[src/rtl/concat_pkg.sv]
// ============================================================================
// Module   : concat_pkg
// Purpose  : Shared widths, fill-state encoding and keep-mask helper for the
//            8<->32 activation width converters.
// Contents : BYTE_W, WORD_W, LANES
//            fill_t          - byte count already held in the assembly lanes
//            keep_from_fill  - lane-valid mask for a word closed at a fill
// Revision : 1.0 - initial release
// ============================================================================
`default_nettype none

package concat_pkg;

   localparam int BYTE_W = 8;
   localparam int WORD_W = 32;
   localparam int LANES  = 4;

   // Number of bytes already parked in the assembly lanes.
   typedef enum logic [1:0] {
      EMPTY = 2'd0,
      ONE   = 2'd1,
      TWO   = 2'd2,
      THREE = 2'd3
   } fill_t;

   // Mask of the lanes that carry real data when the word is closed by a byte
   // arriving at lane `fill`: lanes 0..fill are valid. One extra bit of
   // headroom lets fill==3 produce 4'b1111 without overflowing the shift.
   function automatic logic [LANES-1:0] keep_from_fill(input logic [1:0] fill);
      logic [LANES:0] span;
      span = ({{LANES{1'b0}}, 1'b1} << (3'(fill) + 3'd1)) - {{LANES{1'b0}}, 1'b1};
      return span[LANES-1:0];
   endfunction

endpackage

`default_nettype wire

[src/rtl/concat_8to32.sv]
// ============================================================================
// Module   : concat_8to32
// Purpose  : Packs four consecutive 8-bit activations into one 32-bit word,
//            first byte in [7:0]. s_last closes a packet early; the partial
//            word is padded with PAD_VALUE and flagged through m_keep.
// Ports    : clk, rst_n          - clock, asynchronous active-low reset
//            s_data/s_valid/s_last/s_ready - byte input stream
//            m_data/m_keep/m_last/m_valid/m_ready - word output stream
// Params   : PAD_VALUE         - byte placed in unused lanes of a partial word
//            RE_CHANNEL_IN_NUM - channels per pixel (informational only)
// Revision : 1.0 - initial release
// ============================================================================
`default_nettype none

module concat_8to32
   import concat_pkg::*;
#(
   parameter logic [BYTE_W-1:0] PAD_VALUE         = 8'h00,
   parameter int                RE_CHANNEL_IN_NUM = 8
) (
   input  logic              clk,
   input  logic              rst_n,
   input  logic [BYTE_W-1:0] s_data,
   input  logic              s_valid,
   output logic              s_ready,
   input  logic              s_last,
   output logic [WORD_W-1:0] m_data,
   output logic [LANES-1:0]  m_keep,
   output logic              m_last,
   output logic              m_valid,
   input  logic              m_ready
);

   // The channel count only sizes packets outside this block; the guard
   // below is never elaborated for a sensible value.
   if (RE_CHANNEL_IN_NUM < 1) begin : g_channel_guard
      localparam int BAD_CHANNEL_COUNT = RE_CHANNEL_IN_NUM;
   end

   fill_t             fill_q;
   fill_t             fill_d;
   logic [BYTE_W-1:0] lane_q [LANES];
   logic              accept;
   logic              take;
   logic              complete;
   logic [WORD_W-1:0] word_d;

   // Ready depends only on the output register, never on s_valid/s_last.
   assign s_ready  = !m_valid || m_ready;
   assign accept   = s_valid && s_ready;
   assign take     = m_valid && m_ready;
   assign complete = accept && ((fill_q == THREE) || s_last);

   // ------------------------------------------------------------------
   // Fill state machine
   // ------------------------------------------------------------------
   always_ff @(posedge clk or negedge rst_n) begin
      if (!rst_n) begin
         fill_q <= EMPTY;
      end else begin
         fill_q <= fill_d;
      end
   end

   always_comb begin
      fill_d = fill_q;
      if (accept) begin
         if (complete) begin
            fill_d = EMPTY;
         end else begin
            case (fill_q)
               EMPTY:   fill_d = ONE;
               ONE:     fill_d = TWO;
               TWO:     fill_d = THREE;
               default: fill_d = EMPTY;
            endcase
         end
      end
   end

   // ------------------------------------------------------------------
   // Assembly lanes. The byte that completes a word goes straight into the
   // output register, so only non-completing bytes are parked here; lane 3
   // is therefore never written but keeps the array indexable by fill.
   // ------------------------------------------------------------------
   always_ff @(posedge clk or negedge rst_n) begin
      if (!rst_n) begin
         for (int i = 0; i < LANES; i++) begin
            lane_q[i] <= '0;
         end
      end else if (accept && !complete) begin
         lane_q[fill_q] <= s_data;
      end
   end

   // Word as it would look if closed by the current byte: parked lanes
   // below fill, the live byte at fill, padding above.
   always_comb begin
      word_d = {LANES{PAD_VALUE}};
      for (int i = 0; i < LANES; i++) begin
         if (i < int'(fill_q)) begin
            word_d[i*BYTE_W +: BYTE_W] = lane_q[i];
         end else if (i == int'(fill_q)) begin
            word_d[i*BYTE_W +: BYTE_W] = s_data;
         end
      end
   end

   // ------------------------------------------------------------------
   // Output register. Kept self-contained so it can be swapped for a
   // 2-entry skid buffer if the m_ready -> s_ready path gets too long.
   // A completion in the same cycle as a take simply overwrites the word.
   // ------------------------------------------------------------------
   always_ff @(posedge clk or negedge rst_n) begin
      if (!rst_n) begin
         m_data  <= '0;
         m_keep  <= '0;
         m_last  <= 1'b0;
         m_valid <= 1'b0;
      end else if (complete) begin
         m_data  <= word_d;
         m_keep  <= keep_from_fill(fill_q);
         m_last  <= s_last;
         m_valid <= 1'b1;
      end else if (take) begin
         m_valid <= 1'b0;
      end
   end

endmodule

`default_nettype wire

[config.mk]
export PLATFORM = sky130hd
export DESIGN_NAME = concat_8to32
export DESIGN_NICKNAME = d
export VERILOG_FILES = /design/src/rtl/concat_pkg.sv /design/src/rtl/concat_8to32.sv
export SDC_FILE = /design/constraint.sdc
export NUM_CORES = 1
export LEC_CHECK = 0
export BUFFER_PORTS_ARGS = -buffer_cell sky130_fd_sc_hd__buf_2
export CAP_MARGIN = 40
export CORE_MARGIN = 2
export CORE_UTILIZATION = 54
export DETAILED_ROUTE_END_ITERATION = 8
export GPL_TIMING_DRIVEN = 0
export PLACE_DENSITY = 0.77
export SKIP_LAST_GASP = 1
export SLEW_MARGIN = 0
export SYNTH_ARGS = -nofsm -noshare
export SYNTH_HDL_FRONTEND = slang
export SYNTH_SLANG_ARGS = --single-unit
[constraint.sdc]
create_clock -name clk -period 2.6 [get_ports clk]
set_input_delay 0.52 -clock clk [delete_from_list [all_inputs] [get_ports clk]]
set_output_delay 0.52 -clock clk [all_outputs]
set_load 0.01 [all_outputs]
==> impl_metrics.py, run 1 <==
metrics = {
    "status": {
        "status": "complete, no violations",
    },
    "critical_path": {
        "worstReg2RegStart": "fill_q[1]$_DFFE_PN0P_",
        "reg2regPathDepth": 6,
        "r2r_end": "lane_q[25]$_DFFE_PN0P_",
        "crit_path_max_fanout": 10,
        "start_kind": "flip-flop",
        "required_ns": 2.83,
        "cp-end-kind": "flip-flop",
        "startpoint": "fill_q[1]$_DFFE_PN0P_",
        "reg2reg_slack_ns": 0.38,
        "critPathKind": "flip-flop to flip-flop",
        "crit_arrival_ns": 2.45,
    },
    "synth": {
        "yosysSeqAreaShare_pct": 53.8,
        "synth_top_area_share_pct": 53.8,
        "synthTopCellsByArea": "dfrtp_1, mux2_2, mux2_4",
        "synth_cells": 212,
        "yosys_warnings": 0,
        "yosysTopAreaCell": "dfrtp_1",
        "synth_enable_flop_cells": 0,
        "synth_flop_cell": "dfrtp_1",
        "syn_area_per_cell_um2": 14.0,
        "syn-cell-area_um2": 2970,
        "ys_types": 27,
        "syn_nets": 232,
        "ys_seq_elements": 64,
        "ys_async_sr_fraction_pct": 100,
    },
    "timing": {
        "fin_skew_ns": 0.00586,
        "finalSetupTns_ns": 0,
        "clock.fmax_mhz": 451,
        "relSlewSlack_pct": 45.5,
        "setup_viol": 0,
        "fin_crit_sh_pct": 85.2,
        "rsz0062_at_grt": "false",
        "tightest_slew_ns": 0.817,
        "hold_viol_final": 0,
        "fin_crit_ns": 2.22,
        "slew_viol_final": 0,
    },
    "clock_tree": {
        "cts_resized": 0,
        "htreeDepth": 3,
        "clkTransAtPathRegs_ns": 0.07,
        "cts_sinks": 64,
        "cts-hold-fix-buffers": 0,
        "cts_tree": "done",
        "worstSkewPairLatency_ns": 0.34,
        "numCtsBuffers": 9,
        "clock_path_buffers": 2,
        "cts_root_buf": "clkbuf_8",
        "post_cts_buffers": 0,
    },
    "die": {
        "fp.coreArea_um2": 5410,
        "io_pins": 52,
        "die_area_um2": 6120,
        "die_h_um": 78.2,
        "start_util_pct": 55.0,
        "fp.dieW_um": 78.2,
        "fp-row-count": 27,
    },
    "route": {
        "firstDrtPassIters": 4,
        "wl_per_cell_um": 16.7,
        "final_antenna_net_count": 0,
        "viasPerCell": 5.29,
        "dr.first_iter.drc_count": 91,
        "drt-total-wl_mm": 5.86,
        "remaining_drc_errors": 0,
        "vias": 1856,
    },
    "power": {
        "p_switching_mw": 1.22,
        "ir_drop_uv": 618,
        "p_per_area_nw_per_um2": 1110,
        "leakage_nw": 1.80,
        "power_frac_clock_pct": 23.8,
        "pwr-share-comb_pct": 35.1,
        "swShare_pct": 30.9,
        "p_int_mw": 2.73,
        "pwr-share-seq_pct": 41.1,
    },
    "grt": {
        "grt_max_degree": 38,
        "antenna_found_initial": 0,
        "grt_first_pass_wirelength_mm": 9.52,
        "grt_overflow": 0,
        "grt_pass1_vias": 1864,
        "grt.total_usage_pct": 20.8,
    },
    "cells_and_area": {
        "drive_gt1_share_pct": 50.5,
        "diodes": 0,
        "fill_cells": 426,
        "area_growth_pct": 19.5,
        "stdcell_count": 351,
        "final_util_pct": 65.8,
        "nets": 294,
    },
    "hold_path": {
        "hold_class": "input port to async pin",
    },
    "placed_design": {
        "dp.cells": 335,
        "numPortBuffers": 50,
        "hpwlAfterDp_mm": 3.95,
        "gp_congestion": 0.818,
    },
    "job": {
        "drv_cap": 0,
    },
}
## power groups by stage
stage               Sequential, mW  Combinational (mW)  Clock, mW
floorplan                     1.70               0.892          0
global placement              1.62                1.35          0
detailed placement            1.64                1.39          0
CTS                           1.62                1.41      0.954
global route                  1.67                1.52      0.999
finish                        1.62                1.39      0.939
## cell usage in the layout, fill, tap and decap left out
cell / n
nand3b_4: 1
nand2b_1: 1
a41o_1: 2
bufinv_16: 2
clkbuf_8: 10
nand3_1: 1
mux2_4: 20
clkbuf_1: 3
mux2i_1: 1
buf_4: 2
nand4_4: 1
nand2b_2: 1
nand2_1: 23
a21oi_1: 2
o21ai_0: 12
nor2_1: 2
xnor2_1: 1
nand4_2: 2
ha_1: 7
buf_6: 2
nor2b_1: 1
clkinvlp_4: 1
dfrtp_1: 64
buf_12: 3
buf_2: 53
inv_1: 4
nor2_4: 1
and3_1: 1
a22o_1: 13
mux2_2: 39
clkinv_2: 3
## synthesized netlist by cell type, drive strengths merged, types with 3 or more instances
library cell  instances
dfrtp                64
nand2                23
ha                    7
a22o                 13
buf                   9
inv                   4
nor2                  3
nand4                 3
clkbuf                3
mux2                 59
o21ai                12
## flip-flops by register name (all words and copies together), names as in the netlist
signal,count
lane_q,24
m_keep,4
m_data,32
m_valid,1
m_last,1
fill_q,2
## through the flow
| stage | setup slack [ns] | instance area, um^2 | hold slack, ns | total power, mW |
|---|---|---|---|---|
| 2_1_floorplan | 0.778 | 2970 | 0.224 | 2.59 |
| 3_3_place_gp | 0.434 | 3310 | 0.484 | 2.96 |
| 3_5_place_dp | 0.412 | 3330 | 0.486 | 3.03 |
| 4_1_cts | 0.387 | 3550 | 0.291 | 3.98 |
| 5_1_grt | 0.233 | 3550 | 0.339 | 4.19 |
| 6_report | 0.384 | 3550 | 0.269 | 3.95 |
## how the worst max path moves through the flow
stage	cells after the start	end
global placement	6	lane_q[24]$_DFFE_PN0P_
detailed placement	6	lane_q[26]$_DFFE_PN0P_
CTS	6	lane_q[26]$_DFFE_PN0P_
global route	6	lane_q[31]$_DFFE_PN0P_
floorplan	6	lane_q[24]$_DFFE_PN0P_
finish	6	lane_q[25]$_DFFE_PN0P_
## area by class of cell
class                   count  area, um^2  area share, %
clock inverters             6        82.6           2.32
well taps                  72        90.1           2.53
multi-input cells         132        1250           35.3
clock buffers              10         138           3.87
repair buffers             51         270           7.60
flip-flops and latches     64        1600           45.1
plain buffers              12         104           2.92
inverters                   4        15.0          0.422
## per-layer routing
| metal | global-route usage [%] | wire length [um] |
|---|---|---|
| met1 | 29.3 | 2800 |
| met3 | 4.48 | 257 |
| met2 | 30.7 | 2680 |
| met4 | 10.0 | 115 |
| met5 | 0 | 0 |
## logic make-up (layout without fill, tap and decap cells)
kind of cell | count (synthesis) | in the layout | share of synthesized area, %
muxes | 60 | 60 | 25.2
AOI/OAI and AO/OA | 29 | 29 | 6.86
and+or+nand+nor | 35 | 35 | 6.86
adders and majority gates | 7 | 7 | 2.94
xor gates and xnor gates | 1 | 1 | 0.295
DFF | 64 | 64 | 53.8
buffers and inverters | 16 | 83 | 4.00
## worst max-delay path, cell delays in order (launching register included)
cell and delay, ns:
dfrtp_1 0.48, clkbuf_1 0.38, inv_1 0.20, ha_1 0.22, buf_2 0.20, nand4_2 0.24
mux2_2 0.37
No activity file was read; power rests on OpenSTA's default activity.
==> inputs of run 2 (changes only) <==
CORE_MARGIN = default   (was 2)
PLACE_DENSITY = 0.74   (was 0.77)
SLEW_MARGIN = 20   (was 0)
==> run 2 against run 1 <==
Against the previous run:
- cell count shrank 0.85%
- register-to-register slack about the same
- highest routed layer unchanged
- flip-flop and latch count stayed put
- sequential power barely moved
- routed wire length decreased by 3.4%
==> impl_metrics.py, run 2 (synthesized netlist as in run 1, its figures left out) <==
metrics = {
    "critical_path": {
        "cp_slowest_cell": "dfrtp_1",
        "reg2regPathDepth": 6,
        "required_ns": 2.81,
        "path_buf_inv": 3,
        "path_cells": "clkbuf_1 -> inv_1 -> ha_1 -> buf_2 -> nand4_2 -> mux2_2",
        "path_depth": 6,
        "cp-end-kind": "flip-flop",
        "crit_path_end": "lane_q[25]$_DFFE_PN0P_",
        "slowest_delay_ns": 0.47,
        "critPathKind": "flip-flop to flip-flop",
        "reg2reg_slack_ns": 0.39,
        "startpoint": "fill_q[1]$_DFFE_PN0P_",
        "crit_path_max_fanout": 10,
        "r2r_end": "lane_q[25]$_DFFE_PN0P_",
        "worstReg2RegStart": "fill_q[1]$_DFFE_PN0P_",
        "start_kind": "flip-flop",
        "cp_top_family": "buffers and inverters",
        "crit_arrival_ns": 2.43,
    },
    "cells_and_area": {
        "final_util_pct": 67.5,
        "top_register": "m_data",
        "area_growth_pct": 18.2,
        "diodes": 0,
        "stdcell_count": 348,
        "final_common_cell": "dfrtp_1",
        "largest_register_ffs": 32,
        "reg_top3": "m_data: 32 flops, lane_q: 24 flops, m_keep: 4 flops",
        "nets": 294,
        "drive_gt1_share_pct": 50.0,
        "layout_common_cells": "dfrtp_1, buf_2, mux2_2",
    },
    "timing": {
        "fin_skew_ns": 0.00957,
        "setup_viol": 0,
        "fin_crit_ns": 2.21,
        "finalSetupTns_ns": 0,
        "hold_viol_final": 0,
        "clock.fmax_mhz": 452,
        "slew_viol_final": 0,
        "rsz0062_at_grt": "false",
        "relSlewSlack_pct": 70.3,
        "fin_ws_ns": 0.387,
        "fin_crit_sh_pct": 85.1,
        "tightest_slew_ns": 0.446,
    },
    "die": {
        "fp.dieW_um": 76.2,
        "fp-row-count": 26,
        "fp.coreArea_um2": 5200,
        "die_h_um": 76.2,
        "io_pins": 52,
        "start_util_pct": 57.1,
        "die_area_um2": 5810,
    },
    "route": {
        "drt-total-wl_mm": 5.65,
        "final_antenna_net_count": 0,
        "dr.first_iter.drc_count": 98,
        "remaining_drc_errors": 0,
        "vias": 1845,
        "wl_per_cell_um": 16.2,
        "firstDrtPassIters": 4,
        "viasPerCell": 5.30,
    },
    "clock_tree": {
        "clock_path_buffers": 2,
        "cts_resized": 0,
        "worstSkewPairLatency_ns": 0.33,
        "cts_root_buf": "clkbuf_8",
        "cts-hold-fix-buffers": 0,
        "post_cts_buffers": 0,
        "clkTransAtPathRegs_ns": 0.07,
        "numCtsBuffers": 9,
        "cts_tree": "done",
        "cts_sinks": 64,
        "htreeDepth": 3,
    },
    "placed_design": {
        "numPortBuffers": 50,
        "gp_congestion": 0.713,
        "dp.cells": 333,
        "hpwlAfterDp_mm": 3.78,
        "pre_cts_slack_ns": 0.389,
    },
    "grt": {
        "grt_pass1_vias": 1825,
        "grt_first_pass_wirelength_mm": 9.36,
        "grt.total_usage_pct": 21.5,
        "grt_overflow": 0,
        "grt_max_degree": 55,
        "antenna_found_initial": 0,
    },
    "status": {
        "status": "complete, no violations",
    },
    "power": {
        "leakage_nw": 1.78,
        "pwr-share-seq_pct": 43.0,
        "p_switching_mw": 1.20,
        "swShare_pct": 31.9,
        "power_frac_clock_pct": 20.0,
        "finalPower_mw": 3.76,
        "ir_drop_uv": 573,
        "p_per_area_nw_per_um2": 1070,
        "p_int_mw": 2.56,
        "pwr-share-comb_pct": 37.0,
    },
    "job": {
        "drv_cap": 0,
    },
    "hold_path": {
        "hold_class": "input port to async pin",
    },
}
## run 2: cell types whose count changed in the layout (fill, tap and decap cells not counted), sizes merged
cell,delta
clkinv,-1
bufinv,-2
clkbuf,+2
## run 2: power groups by stage
stage | sequential (mW) | clock (mW) | combinational [mW]
global route | 1.67 | 0.817 | 1.51
CTS | 1.62 | 0.766 | 1.41
floorplan | 1.70 | 0 | 0.892
finish | 1.62 | 0.752 | 1.39
detailed placement | 1.63 | 0 | 1.40
global placement | 1.61 | 0 | 1.36
## run 2: layout make-up
class	instances	area [um^2]
fill	404	1690
sequential	64	1600
multi-input combinational	132	1250
timing repair buffer	51	280
clock buffer	12	155
buffer	12	104
tap	70	87.6
clock inverter	3	17.5
inverter	4	15.0
## run 2: how the worst min path moves through the flow
stage                           startpoint                endpoint  slack, ns
floorplan                            rst_n   fill_q[0]$_DFFE_PN0P_       0.22
global placement    lane_q[30]$_DFFE_PN0P_  lane_q[30]$_DFFE_PN0P_       0.48
detailed placement                   rst_n  m_data[19]$_DFFE_PN0P_       0.37
CTS                                  rst_n  m_data[16]$_DFFE_PN0P_      0.006
global route                         rst_n  m_data[16]$_DFFE_PN0P_      0.006
finish                               rst_n  m_data[19]$_DFFE_PN0P_       0.01
## run 2: metal layers
layer  up-vias  GRT usage, %  routed length (um)
li1        871             -                   -
met1       911          31.0                2790
met2        48          30.4                2490
met3        15          4.31                 218
met4         0          12.3                 158
met5         -             0                   0
## run 2: metrics by stage
| stage | hold WS, ns | cell area, um^2 |
|---|---|---|
| finish | 0.0119 | 3510 |
| global route | 0.00586 | 3510 |
| CTS | 0.00631 | 3510 |
| detailed placement | 0.370 | 3340 |
| global placement | 0.484 | 3310 |
| floorplan | 0.224 | 2970 |
## run 2: worst reg2reg max path, cell delays in order (launching register included)
cell and delay (ns):
dfrtp_1 0.47, clkbuf_1 0.38, inv_1 0.19, ha_1 0.22, buf_2 0.20, nand4_2 0.25, mux2_2 0.37
==> inputs of run 3 (changes only) <==
CTS_BUF_LIST = sky130_fd_sc_hd__clkbuf_16   (was default)
PLACE_DENSITY = 0.77   (was 0.74)
==> run 3 against run 2 <==
Against the previous run:
- combinational power is essentially flat
- via count up 2.3%
- routed wire length up 1.4%
- critical path type unchanged
- highest routed layer unchanged
==> impl_metrics.py, run 3 (synthesized netlist as in run 1, its figures left out) <==
metrics = {
    "status": {
        "status": "complete, no violations",
    },
    "timing": {
        "fin_crit_ns": 2.21,
        "hold_viol_final": 0,
        "clock.fmax_mhz": 452,
        "tightest_slew_ns": 0.476,
        "fin_ws_ns": 0.387,
        "fin_crit_sh_pct": 85.1,
        "rsz0062_at_grt": "false",
        "finalSetupTns_ns": 0,
        "slew_viol_final": 0,
        "setup_viol": 0,
        "holdWs_ns": 0.109,
        "fin_skew_ns": 0.00530,
        "relSlewSlack_pct": 68.3,
    },
    "die": {
        "start_util_pct": 57.1,
        "fp-row-count": 26,
        "fp.dieW_um": 76.2,
        "die_h_um": 76.2,
        "io_pins": 52,
        "die_area_um2": 5810,
        "fp.coreArea_um2": 5200,
    },
    "route": {
        "remaining_drc_errors": 0,
        "viasPerCell": 5.41,
        "vias": 1888,
        "drt-total-wl_mm": 5.73,
        "wl_per_cell_um": 16.4,
        "dr.first_iter.drc_count": 78,
        "firstDrtPassIters": 4,
        "final_antenna_net_count": 0,
    },
    "cells_and_area": {
        "diodes": 0,
        "area_growth_pct": 21.5,
        "largest_register_ffs": 32,
        "nets": 294,
        "fill_cells": 391,
        "drive_gt1_share_pct": 49.1,
        "final_common_cell": "dfrtp_1",
        "top_register": "m_data",
        "reg_top3": "m_data: 32 flops, lane_q: 24 flops, m_keep: 4 flops",
        "stdcell_count": 349,
        "layout_common_cells": "dfrtp_1, buf_2, mux2_2",
    },
    "critical_path": {
        "crit_arrival_ns": 2.41,
        "required_ns": 2.80,
        "worstReg2RegStart": "fill_q[1]$_DFFE_PN0P_",
        "reg2reg_slack_ns": 0.39,
        "critPathKind": "flip-flop to flip-flop",
        "crit_path_max_fanout": 10,
        "startpoint": "fill_q[1]$_DFFE_PN0P_",
        "reg2regPathDepth": 6,
        "cp-end-kind": "flip-flop",
        "start_kind": "flip-flop",
        "r2r_end": "lane_q[28]$_DFFE_PN0P_",
    },
    "grt": {
        "grt.total_usage_pct": 22.0,
        "grt_max_degree": 40,
        "antenna_found_initial": 0,
        "grt_pass1_vias": 1926,
        "grt_first_pass_wirelength_mm": 9.74,
        "grt_overflow": 0,
    },
    "clock_tree": {
        "worstSkewPairLatency_ns": 0.31,
        "numCtsBuffers": 9,
        "cts_tree": "done",
        "clock_path_buffers": 2,
        "cts_root_buf": "clkbuf_16",
        "cts_sinks": 64,
        "htreeDepth": 3,
        "post_cts_buffers": 0,
        "clkTransAtPathRegs_ns": 0.05,
        "cts-hold-fix-buffers": 0,
        "cts_resized": 0,
    },
    "hold_path": {
        "hold_class": "input port to async pin",
    },
    "placed_design": {
        "gp_congestion": 0.724,
        "pre_cts_slack_ns": 0.377,
        "dp.cells": 333,
        "hpwlAfterDp_mm": 3.95,
        "numPortBuffers": 50,
    },
    "power": {
        "p_per_area_nw_per_um2": 1140,
        "ir_drop_uv": 663,
        "leakage_nw": 1.84,
    },
    "job": {
        "drv_cap": 0,
    },
}
## run 3: cell type report
type / count / area [um^2] / share of cell area (%)
sequential: 64 / 1600 / 44.3
timing repair buffer: 51 / 273 / 7.55
clock inverter: 7 / 55.1 / 1.52
inverter: 4 / 15.0 / 0.415
multi-input combinational: 132 / 1250 / 34.7
tap: 70 / 87.6 / 2.42
clock buffer: 9 / 225 / 6.23
buffer: 12 / 104 / 2.87
## run 3: per-stage QoR
stage               utilization, %  total power [mW]  cell area [um^2]
floorplan                        -              2.59              2970
global placement              63.6              2.97              3310
global route                  69.4              4.39              3610
finish                        69.4              4.13              3610
CTS                           69.4              4.17              3610
detailed placement            64.1              3.03              3330
## run 3: layer usage
layer	track usage [%]	vias to the layer above	wire length, um
met3	3.71	9	209
met2	33.7	40	2710
met1	30.8	961	2750
met5	0	-	0
li1	-	878	-
met4	10.0	0	71
## run 3: worst max-delay path, stage by stage (launching register included)
cell	delay, ns
dfrtp_1	0.47
clkbuf_1	0.39
inv_1	0.19
ha_1	0.22
buf_2	0.20
nand4_2	0.26
mux2_2	0.37
## run 3: worst max path at each step
stage	cells after the start	end
detailed placement	6	lane_q[28]$_DFFE_PN0P_
floorplan	6	lane_q[24]$_DFFE_PN0P_
global placement	6	lane_q[24]$_DFFE_PN0P_
global route	6	lane_q[28]$_DFFE_PN0P_
finish	6	lane_q[28]$_DFFE_PN0P_
CTS	6	lane_q[28]$_DFFE_PN0P_
## run 3: power breakdown
| part | total (mW) | switching (mW) | leakage, nW | internal (mW) |
|---|---|---|---|---|
| logic | 1.39 | 0.625 | 0.881 | 0.770 |
| registers | 1.62 | 0.216 | 0.808 | 1.40 |
| clock network | 1.12 | 0.393 | 0.147 | 0.723 |
| total | 4.13 | 1.23 | 1.84 | 2.90 |
